===== src/rtl/zero_count_pkg.sv =====
// Shared types and helpers for the streaming zero-count accumulator.
package zero_count_pkg;

  // Frame FSM: IDLE waits for a first beat, ACC sums beats, DONE holds the result.
  typedef enum logic [1:0] {
    ZC_IDLE = 2'd0,
    ZC_ACC  = 2'd1,
    ZC_DONE = 2'd2
  } zc_state_t;

  // Width needed to hold a per-beat zero count in the range 0..2*len.
  function automatic int zc_cnt_w(int len);
    return $clog2(2 * len + 1);
  endfunction

endpackage


===== src/rtl/zero_popcount.sv =====
// Combinational per-beat zero count of an operand pair.
module zero_popcount
  import zero_count_pkg::*;
#(
  parameter int LEN = 4
) (
  input  logic [LEN-1:0]           i_a,
  input  logic [LEN-1:0]           i_b,
  output logic [zc_cnt_w(LEN)-1:0] o_cz
);

  localparam int CNT_W = zc_cnt_w(LEN);

  // Zero bits of each operand are the set bits of its complement; the sum never exceeds 2*LEN.
  always_comb begin
    o_cz = CNT_W'($countones(~i_a)) + CNT_W'($countones(~i_b));
  end

endmodule


===== src/rtl/zero_count_accum.sv =====
// Streaming zero-count accumulator: sums zero bits of i_a/i_b over a frame ended
// by i_last and presents the frame total, beat count and overflow flag.
// Build option ZERO_CNT_SAT_EN: when defined the accumulator saturates at its
// maximum instead of wrapping.
//
// Handshakes: a beat transfers on a rising edge where i_valid && o_ready; a
// result transfers on a rising edge where o_valid && i_ready. o_valid and the
// result fields stay stable until the result transfers. o_ready is low while
// a result is pending and during reset, so a result and a beat never transfer
// in the same cycle.
module zero_count_accum
  import zero_count_pkg::*;
#(
  parameter int LEN   = 4,
  parameter int OUT_W = 8
) (
  input  logic             i_clk,
  input  logic             i_rst,
  input  logic             i_valid,
  output logic             o_ready,
  input  logic [LEN-1:0]   i_a,
  input  logic [LEN-1:0]   i_b,
  input  logic             i_last,
  output logic             o_valid,
  input  logic             i_ready,
  output logic [OUT_W-1:0] o_zeros,
  output logic             o_carry,
  output logic [OUT_W-1:0] o_beats,
  output zc_state_t        o_state
);

  localparam int CNT_W = zc_cnt_w(LEN);

  zc_state_t         state;
  logic [CNT_W-1:0]  cz;
  logic [OUT_W-1:0]  cz_ext;
  logic [OUT_W:0]    sum;
  logic [OUT_W-1:0]  add_acc;
  logic              add_ovf;

  zero_popcount #(
    .LEN (LEN)
  ) u_popcount (
    .i_a  (i_a),
    .i_b  (i_b),
    .o_cz (cz)
  );

  assign o_state = state;

  // Beats are accepted in IDLE and ACC, never while a result waits or in reset.
  always_comb begin
    o_ready = !i_rst && (state != ZC_DONE);
  end

  // Accumulator add with one extra bit to catch the carry-out.
  always_comb begin
    cz_ext  = OUT_W'(cz);
    sum     = {1'b0, o_zeros} + {1'b0, cz_ext};
    add_ovf = sum[OUT_W];
`ifdef ZERO_CNT_SAT_EN
    add_acc = add_ovf ? {OUT_W{1'b1}} : sum[OUT_W-1:0];
`else
    add_acc = sum[OUT_W-1:0];
`endif
  end

  // Frame FSM with the accumulator, beat counter and sticky overflow flag.
  always_ff @(posedge i_clk) begin
    if (i_rst) begin
      state   <= ZC_IDLE;
      o_zeros <= '0;
      o_beats <= '0;
      o_carry <= 1'b0;
      o_valid <= 1'b0;
    end else begin
      case (state)
        ZC_IDLE: begin
          if (i_valid) begin
            o_zeros <= cz_ext;
            o_beats <= OUT_W'(1);
            o_carry <= 1'b0;
            if (i_last) begin
              state   <= ZC_DONE;
              o_valid <= 1'b1;
            end else begin
              state <= ZC_ACC;
            end
          end
        end
        ZC_ACC: begin
          if (i_valid) begin
            o_zeros <= add_acc;
            o_beats <= o_beats + OUT_W'(1);
            o_carry <= o_carry | add_ovf;
            if (i_last) begin
              state   <= ZC_DONE;
              o_valid <= 1'b1;
            end
          end
        end
        ZC_DONE: begin
          if (i_ready) begin
            state   <= ZC_IDLE;
            o_valid <= 1'b0;
            o_carry <= 1'b0;
          end
        end
        default: begin
          state   <= ZC_IDLE;
          o_valid <= 1'b0;
        end
      endcase
    end
  end

endmodule


===== config.mk =====
export PLATFORM = sky130hd
export DESIGN_NAME = zero_count_accum
export DESIGN_NICKNAME = d
export VERILOG_FILES = /design/src/rtl/zero_count_pkg.sv /design/src/rtl/zero_popcount.sv /design/src/rtl/zero_count_accum.sv
export SDC_FILE = /design/constraint.sdc
export NUM_CORES = 1
export LEC_CHECK = 0
export BUFFER_PORTS_ARGS = -buffer_cell sky130_fd_sc_hd__buf_2
export CORE_UTILIZATION = 45
export DETAILED_ROUTE_END_ITERATION = 8
export PLACE_DENSITY = 0.79
export SLEW_MARGIN = 20
export SYNTH_ARGS = -nofsm -noshare
export SYNTH_HDL_FRONTEND = slang
export SYNTH_SLANG_ARGS = --single-unit

===== constraint.sdc =====
create_clock -name i_clk -period 3.1 [get_ports i_clk]
set_input_delay 0.31 -clock i_clk [delete_from_list [all_inputs] [get_ports i_clk]]
set_output_delay 0.31 -clock i_clk [all_outputs]
set_load 0.02 [all_outputs]

==> results.md <==
- Vias in the first global route: 1022
- GP Congestion: ~0.77
- CP required: 3350 ps
- Die footprint: between 2000 and 3000 um^2
- Row count: 18
- HPWL after detailed placement: 2190 um
- DR WL/cell: between 10 and 15 um
- Placed cells: 207
- DR vias/cell: roughly 5.3
- Endpoints failing hold: 0
- Hold buffers post-CTS: 0
- NetSw: about 270 uW
- Final number of max-transition violations: 0
- WL final: 2810 um
- Fill count: ~230
- Fin crit share: a little over nine tenths
- Worst R2R Setup Slack: 1390 ps
- Yosys warning count: 0
- CTS max path bufs: 2
- Slew @ Worst Pin: between 400 and 500 ps
- Mapped Cells: between 100 and 150
- Die height: roughly 55 um
- Post-Layout Cell Count: around 210
- Tmin final: between 2000 and 3000 ps
- Largest net degree at the start of global routing: 17
- CP Capture Type: flop
- Most frequent cells in the layout: buf_2 (32), nor2_1 (21), dfxtp_1 (20)
- Post-synthesis sequential area ratio: approximately a third
- Global-route layer with the greatest usage: met2
- CTS buffer count: 3
- Total number of vias: around 1100
- Antenna viol nets, final: 0
- Clock Skews: 2.51 ps
- Synthesized area per cell: approximately 8.6 um^2
- Combinational power share: 38.8%
- WHS Endpoint: o_state[0]$_SDFFE_PP0P_
- Peak VDD IR: between 400 and 500 uV
- Clock power frac: between 20% and 30%
- Met3 Use GR: ~5%
- CTS tree: built
- Primary FF master, synth: dfxtp_1
- Leakage power: between 0.7 and 0.8 nW
- DR DRC count: 0
- M2 GR Usage: a little under two fifths
- Synth Cell Area: roughly 1300 um^2
- RR Startpoint: o_zeros[0]$_SDFFE_PP0P_
- Commonest non-fill, non-tap cell in the layout: buf_2
- GRT Total Usage: 20.7%
- Internal power: ~560 uW
- Initial Util: 49.2%
- H-tree levels: 1
- Net Sw Frac: 32.6%
- PwrDens: just over 500 nW/um^2
- Final #Nets: between 200 and 250
- Worst slew margin: between 60% and 70%
- Pre-antenna DRT Iters: 5
- IO Count: 34
- Max Cap Viol: 0
- Worst hold start: i_last
- Reg-to-Reg End: o_zeros[2]$_SDFFE_PP0P_
- Asr flop ratio synth: 0%
- Setup crit start kind: primary input
- Die width: 54.8 um
- Maximum achievable frequency: roughly 0.33 GHz
- Clk Latency, worst-skew pair: between 300 and 400 ps
- Remaining Overflow, GRT: 0
- Status: finished, final reports clean
- Worst-path maximum fanout: 4
- WHS Path Cells: 2
- Crit path kind: in -> reg
- Root Driver: clkbuf_4
- Initial antenna violation count: 0
- PortBufs: 33
- Post-synth EDFFs: 0
- R2R depth: 7
- Endpoints failing setup: 0
- Final hold slack: roughly 220 ps
- Clk sinks: 20
- Global-route wire length before repair: between 4000 and 5000 um
- Synth cell types: 31
- Layout area overhead: 29.1%
- Sequential share of power: about a third
- Min-Delay Path Class: in -> reg
- #FFs+latches synth: 20
- DR iter-0 viols: 14
- CTS clk-pin slew, worst paths: approximately 120 ps
- Antenna diodes: 0
- Grt met1 use: 23.8%
- Core area: around 2500 um^2
- Syn nets: roughly 180
- Share of cells above drive strength 1: 35.4%
- Arr. time, crit path: between 3000 and 4000 ps
-- how the worst max path moves through the flow --
stage                      start  cells past startpoint                      end
after floorplan           i_b[1]                     11     o_carry$_SDFFE_PP0P_
after global placement    i_b[1]                     12     o_carry$_SDFFE_PP0P_
after detailed placement  i_b[1]                     12  o_zeros[4]$_SDFFE_PP0P_
after CTS                 i_b[1]                     12  o_zeros[4]$_SDFFE_PP0P_
after global routing      i_b[1]                     15  o_zeros[2]$_SDFFE_PP0P_
final                     i_a[1]                     12  o_zeros[4]$_SDFFE_PP0P_
-- power by group through the flow --
stage / Sequential, mW / Combinational [mW] / Clock [mW]
after floorplan: 0.301 / 0.196 / 0
after global placement: 0.291 / 0.284 / 0
after detailed placement: 0.292 / 0.301 / 0
after CTS: 0.287 / 0.315 / 0.220
after global routing: 0.291 / 0.358 / 0.231
final: 0.288 / 0.322 / 0.218
-- sequential cells by signal, indices dropped and copies added, names as in the netlist --
register  count
o_beats       8
o_carry       1
o_state       2
o_valid       1
o_zeros       8
-- Yosys cell counts (3+ instances only) --
master	number	area share, %
nor2_1	21	6.3
dfxtp_1	20	32
inv_1	14	4.2
a21oi_1	12	4.8
ha_1	12	12
nand2_1	9	2.7
a211oi_1	7	4.2
fa_1	5	8.0
xor2_1	5	3.5
xnor2_1	4	2.8
a21o_1	3	1.8
mux2i_1	3	2.4
nand4_1	3	1.5
-- critical path: stages --
cell and delay [ps]:
buf_2 90, inv_2 40, ha_4 150, fa_1 490, fa_1 510, ha_2 170
fa_2 490, ha_4 310, a21o_1 140, a21oi_2 70, or3_1 350, a21oi_2 130
-- repair_timing --
action / CTS / global route
resized for setup: 3 / 2
buffers inserted: 0 / 0
cloned: 0 / 0
pin swaps: 1 / 4
setup endpoints to repair: 5 / 6
-- cell type report --
cell class	instances	area [um^2]	area share, %
clock inverters	1	30.0	1.86
multi-input cells	104	843	52.2
clock buffers	3	22.5	1.39
well taps	30	37.5	2.32
flip-flops and latches	20	400	24.8
repair buffers	39	213	13.2
inverters	14	70.1	4.33
-- stage by stage --
step | TNS [ps] | total power, mW | cell area [um^2] | worst slack, ps | util (%)
after global placement | -1900 | 0.574 | 1530 | -299 | 60.1
after detailed placement | -2370 | 0.594 | 1530 | -408 | 60.1
after floorplan | -118 | 0.497 | 1330 | -31.4 | -
after global routing | -0.211 | 0.881 | 1620 | -0.211 | 63.5
after CTS | 0 | 0.822 | 1600 | 11.8 | 62.9
final | 0 | 0.828 | 1620 | 113 | 63.5
-- routing by layer --
layer	wire length, um	share of wire, %
met1	1210	43
met2	1460	52
met3	113	4.0
met4	22	0.78
met5	0	0
-- kinds of logic (layout without fill, tap and decap cells) --
kind of cell               count (synthesis)  in the layout  share of synthesized area (%)
xor gates and xnor gates                   9              9                           6.29
adders and majority gates                 17             17                           20.0
DFF                                       20             20                           32.0
AOI/OAI and AO/OA                         28             28                           14.0
and+or+nand+nor                           47             47                           17.7
muxes                                      3              3                           2.40
buffers and inverters                     21             57                           7.69
Note: power is estimated with default switching activity, not from simulation.
